**config.mk**
```make
export PLATFORM = sky130hd
export DESIGN_NAME = llc_output_encoder
export DESIGN_NICKNAME = d
export VERILOG_FILES = /design/src/rtl/llc_output_encoder_pkg.sv /design/src/rtl/llc_out_fifo.sv /design/src/rtl/llc_output_encoder.sv
export SDC_FILE = /design/constraint.sdc
export NUM_CORES = 1
export LEC_CHECK = 0
export ABC_AREA = 1
export BUFFER_PORTS_ARGS = -buffer_cell sky130_fd_sc_hd__buf_4
export CAP_MARGIN = 30
export CORE_AREA = 5 5 301 303
export CTS_BUF_LIST = sky130_fd_sc_hd__clkbuf_4 sky130_fd_sc_hd__clkbuf_8 sky130_fd_sc_hd__clkbuf_16
export DETAILED_ROUTE_END_ITERATION = 10
export DIE_AREA = 0 0 306 308
export PLACE_DENSITY_LB_ADDON = 0.15
export SYNTH_ARGS = -nofsm -noshare
export SYNTH_HDL_FRONTEND = slang
export SYNTH_SLANG_ARGS = --single-unit
```
**constraint.sdc**
```tcl
create_clock -name clk -period 13.7 [get_ports clk]
set_input_delay 2.74 -clock clk [delete_from_list [all_inputs] [get_ports clk]]
set_output_delay 2.74 -clock clk [all_outputs]
set_load 0.005 [all_outputs]
```
**src/rtl/llc_output_encoder_pkg.sv**
```systemverilog
// Shared constants and types for the LLC output encoder: FIFO depth, channel indices,
// payload types and the saturating counter helper used by the LLC_OUT_PERF_EN counters.
package llc_output_encoder_pkg;

    localparam int LLC_OUT_DEPTH = 2;
    localparam int LLC_RSP_W     = 64;
    localparam int LLC_FWD_W     = 64;
    localparam int LLC_MEM_W     = 128;
    localparam int LLC_DMA_W     = 128;
    localparam int LLC_OUT_NCH   = 4;

    typedef enum logic [1:0] {
        CH_RSP = 2'd0,
        CH_FWD = 2'd1,
        CH_MEM = 2'd2,
        CH_DMA = 2'd3
    } llc_out_ch_e;

    typedef logic [LLC_RSP_W-1:0] llc_rsp_pl_t;
    typedef logic [LLC_FWD_W-1:0] llc_fwd_pl_t;
    typedef logic [LLC_MEM_W-1:0] llc_mem_pl_t;
    typedef logic [LLC_DMA_W-1:0] llc_dma_pl_t;

    // Counters stick at all-ones instead of wrapping back to a misleading small value.
    function automatic logic [15:0] sat_inc(input logic [15:0] v, input logic en);
        return (en && (v != 16'hFFFF)) ? v + 16'd1 : v;
    endfunction

endpackage

```
**src/rtl/llc_out_fifo.sv**
```systemverilog
// Per-channel output FIFO: registered occupancy, head always read from storage
// (no write-to-read bypass), so a push becomes visible one cycle later at the earliest.
module llc_out_fifo #(
    parameter int DEPTH = 2,
    parameter int W     = 64
) (
    input  logic         clk,
    input  logic         rst,
    input  logic         push,
    input  logic [W-1:0] wdata,
    input  logic         ready,
    output logic         valid,
    output logic [W-1:0] rdata,
    output logic         full,
    output logic         empty
);

    localparam int AW = $clog2(DEPTH);

    logic [W-1:0]  mem [DEPTH];
    logic [AW-1:0] wptr;
    logic [AW-1:0] rptr;
    logic [AW:0]   count;
    logic          pop;

    assign empty = (count == '0);
    assign full  = (count == (AW+1)'(DEPTH));
    assign valid = !empty;
    assign pop   = valid & ready;
    assign rdata = mem[rptr];

    // Pointers wrap naturally because DEPTH is a power of two.
    always_ff @(posedge clk) begin
        if (rst) begin
            wptr  <= '0;
            rptr  <= '0;
            count <= '0;
        end else begin
            if (push) wptr <= wptr + 1'b1;
            if (pop)  rptr <= rptr + 1'b1;
            case ({push, pop})
                2'b10:   count <= count + 1'b1;
                2'b01:   count <= count - 1'b1;
                default: count <= count;
            endcase
        end
    end

    always_ff @(posedge clk) begin
        if (push) mem[wptr] <= wdata;
    end

endmodule

```
**src/rtl/llc_output_encoder.sv**
```systemverilog
// LLC outbound encoder: four buffered channels with all-or-nothing acceptance of a cycle's sends.
// Optional performance counters are built when LLC_OUT_PERF_EN is defined.
module llc_output_encoder
    import llc_output_encoder_pkg::*;
#(
    parameter int DEPTH = LLC_OUT_DEPTH,
    parameter int RSP_W = LLC_RSP_W,
    parameter int FWD_W = LLC_FWD_W,
    parameter int MEM_W = LLC_MEM_W,
    parameter int DMA_W = LLC_DMA_W
) (
    input  logic             clk,
    input  logic             rst,
    input  logic             send_rsp_out,
    input  logic             send_fwd_out,
    input  logic             send_mem_req,
    input  logic             send_dma_rsp_out,
    input  logic [RSP_W-1:0] rsp_out_pl_in,
    input  logic [FWD_W-1:0] fwd_out_pl_in,
    input  logic [MEM_W-1:0] mem_req_pl_in,
    input  logic [DMA_W-1:0] dma_rsp_pl_in,
    output logic             send_accept,
    output logic             llc_rsp_out_valid,
    output logic             llc_fwd_out_valid,
    output logic             llc_mem_req_valid,
    output logic             llc_dma_rsp_out_valid,
    input  logic             llc_rsp_out_ready,
    input  logic             llc_fwd_out_ready,
    input  logic             llc_mem_req_ready,
    input  logic             llc_dma_rsp_out_ready,
    output logic [RSP_W-1:0] llc_rsp_out_data,
    output logic [FWD_W-1:0] llc_fwd_out_data,
    output logic [MEM_W-1:0] llc_mem_req_data,
    output logic [DMA_W-1:0] llc_dma_rsp_out_data,
    output logic             out_idle
`ifdef LLC_OUT_PERF_EN
    ,
    input  logic             perf_clr,
    output logic [15:0]      perf_stall_cnt,
    output logic [15:0]      perf_bp_cnt [LLC_OUT_NCH]
`endif
);

    logic [LLC_OUT_NCH-1:0] send;
    logic [LLC_OUT_NCH-1:0] push;
    logic [LLC_OUT_NCH-1:0] full;
    logic [LLC_OUT_NCH-1:0] empty;
    logic [LLC_OUT_NCH-1:0] valid;
    logic [LLC_OUT_NCH-1:0] ready;

    assign send  = {send_dma_rsp_out, send_mem_req, send_fwd_out, send_rsp_out};
    assign ready = {llc_dma_rsp_out_ready, llc_mem_req_ready, llc_fwd_out_ready, llc_rsp_out_ready};
    assign valid = {llc_dma_rsp_out_valid, llc_mem_req_valid, llc_fwd_out_valid, llc_rsp_out_valid};

    // Only registered fullness gates acceptance, keeping ready off the send_accept path.
    assign send_accept = &(~send | ~full);
    assign push        = send & {LLC_OUT_NCH{send_accept}};
    assign out_idle    = &empty;

    llc_out_fifo #(.DEPTH(DEPTH), .W(RSP_W)) u_rsp_fifo (
        .clk(clk), .rst(rst), .push(push[CH_RSP]), .wdata(rsp_out_pl_in),
        .ready(llc_rsp_out_ready), .valid(llc_rsp_out_valid), .rdata(llc_rsp_out_data),
        .full(full[CH_RSP]), .empty(empty[CH_RSP])
    );

    llc_out_fifo #(.DEPTH(DEPTH), .W(FWD_W)) u_fwd_fifo (
        .clk(clk), .rst(rst), .push(push[CH_FWD]), .wdata(fwd_out_pl_in),
        .ready(llc_fwd_out_ready), .valid(llc_fwd_out_valid), .rdata(llc_fwd_out_data),
        .full(full[CH_FWD]), .empty(empty[CH_FWD])
    );

    llc_out_fifo #(.DEPTH(DEPTH), .W(MEM_W)) u_mem_fifo (
        .clk(clk), .rst(rst), .push(push[CH_MEM]), .wdata(mem_req_pl_in),
        .ready(llc_mem_req_ready), .valid(llc_mem_req_valid), .rdata(llc_mem_req_data),
        .full(full[CH_MEM]), .empty(empty[CH_MEM])
    );

    llc_out_fifo #(.DEPTH(DEPTH), .W(DMA_W)) u_dma_fifo (
        .clk(clk), .rst(rst), .push(push[CH_DMA]), .wdata(dma_rsp_pl_in),
        .ready(llc_dma_rsp_out_ready), .valid(llc_dma_rsp_out_valid), .rdata(llc_dma_rsp_out_data),
        .full(full[CH_DMA]), .empty(empty[CH_DMA])
    );

`ifdef LLC_OUT_PERF_EN
    // Clear wins over increment so software sees a clean zero after perf_clr.
    always_ff @(posedge clk) begin
        if (rst || perf_clr) begin
            perf_stall_cnt <= '0;
            for (int i = 0; i < LLC_OUT_NCH; i++) perf_bp_cnt[i] <= '0;
        end else begin
            perf_stall_cnt <= sat_inc(perf_stall_cnt, (|send) && !send_accept);
            for (int i = 0; i < LLC_OUT_NCH; i++)
                perf_bp_cnt[i] <= sat_inc(perf_bp_cnt[i], valid[i] && !ready[i]);
        end
    end
`endif

endmodule

```
==> run metrics <==
CTS sink cnt 788; syn avg cell area 21.7 µm²; die area 94200 µm²; post-synth top area cell edfxtp_1; most common cell in the synthesized netlist edfxtp_1; Synthesized Nets 1710; Bufs and invs on worst path 2; ratio of cells with drive above 1 in the final layout 43.2%; worst-case clock skew 0.0271 ns; port buffer count 783; maximum clock frequency 0.159 GHz; via count 15100; Die W 306 µm; initial antenna violation count 15; critical path's most frequent cell buf_4; Post-CTS Hold Buffers 0; max cap viols 0; GR Layer Usage met1 15.9%; area delta synth->final 36.6%; Placer Congestion 0.767; Worst Hold Class reg -> reg; setup_tns 0 ns; top cells by count, synth edfxtp_1, mux2_1, buf_2; Post-synth ARST share 0%; Post-CTS Setup Repair Bufs 0; Root Driver clkbuf_16; cell family with most CP delay simple AND/OR/NAND/NOR gates; area of the mapped netlist 28500 µm²; Mapped Cells 1312; Multi-input gate area 4790 µm²; met3 GRT Util 6.01%; grt ovf 0; Critical Path, Cell by Cell buf_4 > nand3_1 > nand2_1 > nor2_4 > buf_4; Seq/Total Area, Yosys 82.3%; initial core utilization 32.5%; Ports 784; post-layout minimum cycle time 6.28 ns; Reg clk slew, reported paths 0.06 ns; worst-path fanout max 13; post-DR vias/cell 4.43; clock latency on the worst-skew pair 0.64 ns; slowest stage delay, CP 0.30 ns; Worst Tran Pin Value 1.00 ns; commonest register cell after synthesis edfxtp_1; Fill cells 7747; Post-CTS Resized 0; H-tree Lvls 3; Finished Layout Cells 3409; RSZ-0062 raised after global routing no; met2 usage 28.5%; Slew Limit Fails 0; power per cell area 199 nW/µm²; crit path DAT 3.54 ns; Synth area leaders edfxtp_1, mux2_1, dfxtp_1, buf_2, a21oi_1; Ys Warns 0; Static Leak 14.5 nW; CTS Buffer Depth 3; largest net degree at the start of global routing 71; DR iter-0 viols 708; crit start category input pin; fin nets 2557; smallest hold slack 0.454 ns; Tcrit/Tclk final 45.8%; Final Hold Vio Count 0; Post-route DRC 0; CP Class in -> out; HPWL after DPL 54400 µm; Routed Antenna Nets 0; # setup viols final 0; register bit count reported by yosys 788; GRT Total Usage 15.5%; total power 0.00774 W; CP required 10.96 ns; worst-case vdd ir drop 0.112 mV; Cell variety after synth 22; first-pass GRT wire length 109000 µm; CTS tree done; cts bufs inserted 89; most used routing layer met2; Worst Setup End Kind primary output; Row Count 109; core area 87700 µm²; Inst Count DP 3231; Initial DRT Pass Iterations 4; vias in the first global route 16500; status completed; register area 23500 µm²; number of synthesized flops with an enable pin 768; CP max-delay cell nor2_4; WL per Instance 22.5 µm; slew margin rel. 33.3%; WL final 76900 µm; die height 308 µm; Yosys top cell area share 80.9%
-- worst register-to-register path: cells and delay by family (launching register included) --
| kind | cells | cell delay, ns |
|---|---|---|
| DFF | 1 | 0.39 |
| and+or+nand+nor | 4 | 0.78 |
| buffers and inverters | 3 | 1.73 |
-- path summary, 6_finish.rpt --
kind	from	endpoint	slack [ns]	cells after the start
worst max-delay path	send_mem_req	send_accept	7.42	5
worst min-delay path	u_rsp_fifo.rptr	flop	0.45	1
worst max register to register	u_mem_fifo.count[0]	u_mem_fifo.mem[1][27]	10.40	7
worst min register to register	u_rsp_fifo.rptr	flop	0.45	1
-- power by group --
group / internal, W / switching (W) / total, W
Clock: 0.00150 / 0.000960 / 0.00246
Sequential: 0.00324 / 0.000145 / 0.00339
Combinational: 0.000907 / 0.000988 / 0.00189
Total: 0.00565 / 0.00209 / 0.00774
-- layout by cell type, fill, tap and decap left out --
master	n
a21oi_1	23
and3_1	1
buf_16	3
buf_4	797
bufinv_16	13
clkbuf_16	90
clkbuf_4	13
clkbuf_8	3
clkinv_1	23
clkinv_16	2
clkinv_2	12
clkinv_8	1
clkinvlp_4	1
dfxtp_1	16
dfxtp_2	2
dfxtp_4	2
diode_2	12
edfxtp_1	768
ha_1	4
inv_1	5
inv_16	2
inv_2	7
inv_4	3
inv_6	2
inv_8	1
mux2_1	384
nand2_1	9
nand2_2	5
nand3_1	8
nor2_1	8
nor2_4	5
nor3_1	1
nor4_1	1
o21a_1	2
o21a_2	1
o21ai_1	14
-- routing by layer --
metal / part of all wire, % / up-vias
li1: - / 6924
met4: 3.1 / 8
met5: 0.079 / -
met3: 8.6 / 117
met2: 54 / 535
met1: 34 / 7507
-- area by class of cell --
| class | instances | area share (%) |
|---|---|---|
| clock buffers | 106 | 6.14 |
| repair buffers | 800 | 15.6 |
| inverters | 14 | 0.148 |
| multi-input cells | 466 | 12.3 |
| well taps | 1165 | 3.74 |
| clock inverters | 58 | 1.79 |
| diodes | 12 | 0.0771 |
| flip-flops and latches | 788 | 60.2 |
-- cell families after synthesis --
| family | Yosys count | share of synthesized area (%) |
|---|---|---|
| DFF | 788 | 82.3 |
| muxes | 384 | 15.2 |
| buffers and inverters | 58 | 1.05 |
| AOI/OAI and AO/OA | 40 | 0.733 |
| and+or+nand+nor | 38 | 0.627 |
| adders and majority gates | 4 | 0.175 |
-- sequential cells by signal (all words and copies together), names as in the netlist, 2 cells and up, named ones only --
register and flops:
u_mem_fifo.mem 256, u_fwd_fifo.mem 128, u_dma_fifo.count 2, u_rsp_fifo.mem 128, u_mem_fifo.count 2, u_dma_fifo.mem 256, u_rsp_fifo.count 2, u_fwd_fifo.count 2
-- per-stage QoR --
stage / utilization, % / area, µm² / setup WS [ns]
5_1_grt: 44.4 / 39000 / 7.33
4_1_cts: 44.3 / 38900 / 7.40
6_report: 44.4 / 39000 / 7.42
2_1_floorplan: - / 28500 / 4.50
3_3_place_gp: 40.8 / 35800 / 7.39
3_5_place_dp: 40.8 / 35800 / 7.40
(Power assumes the default switching activity.)
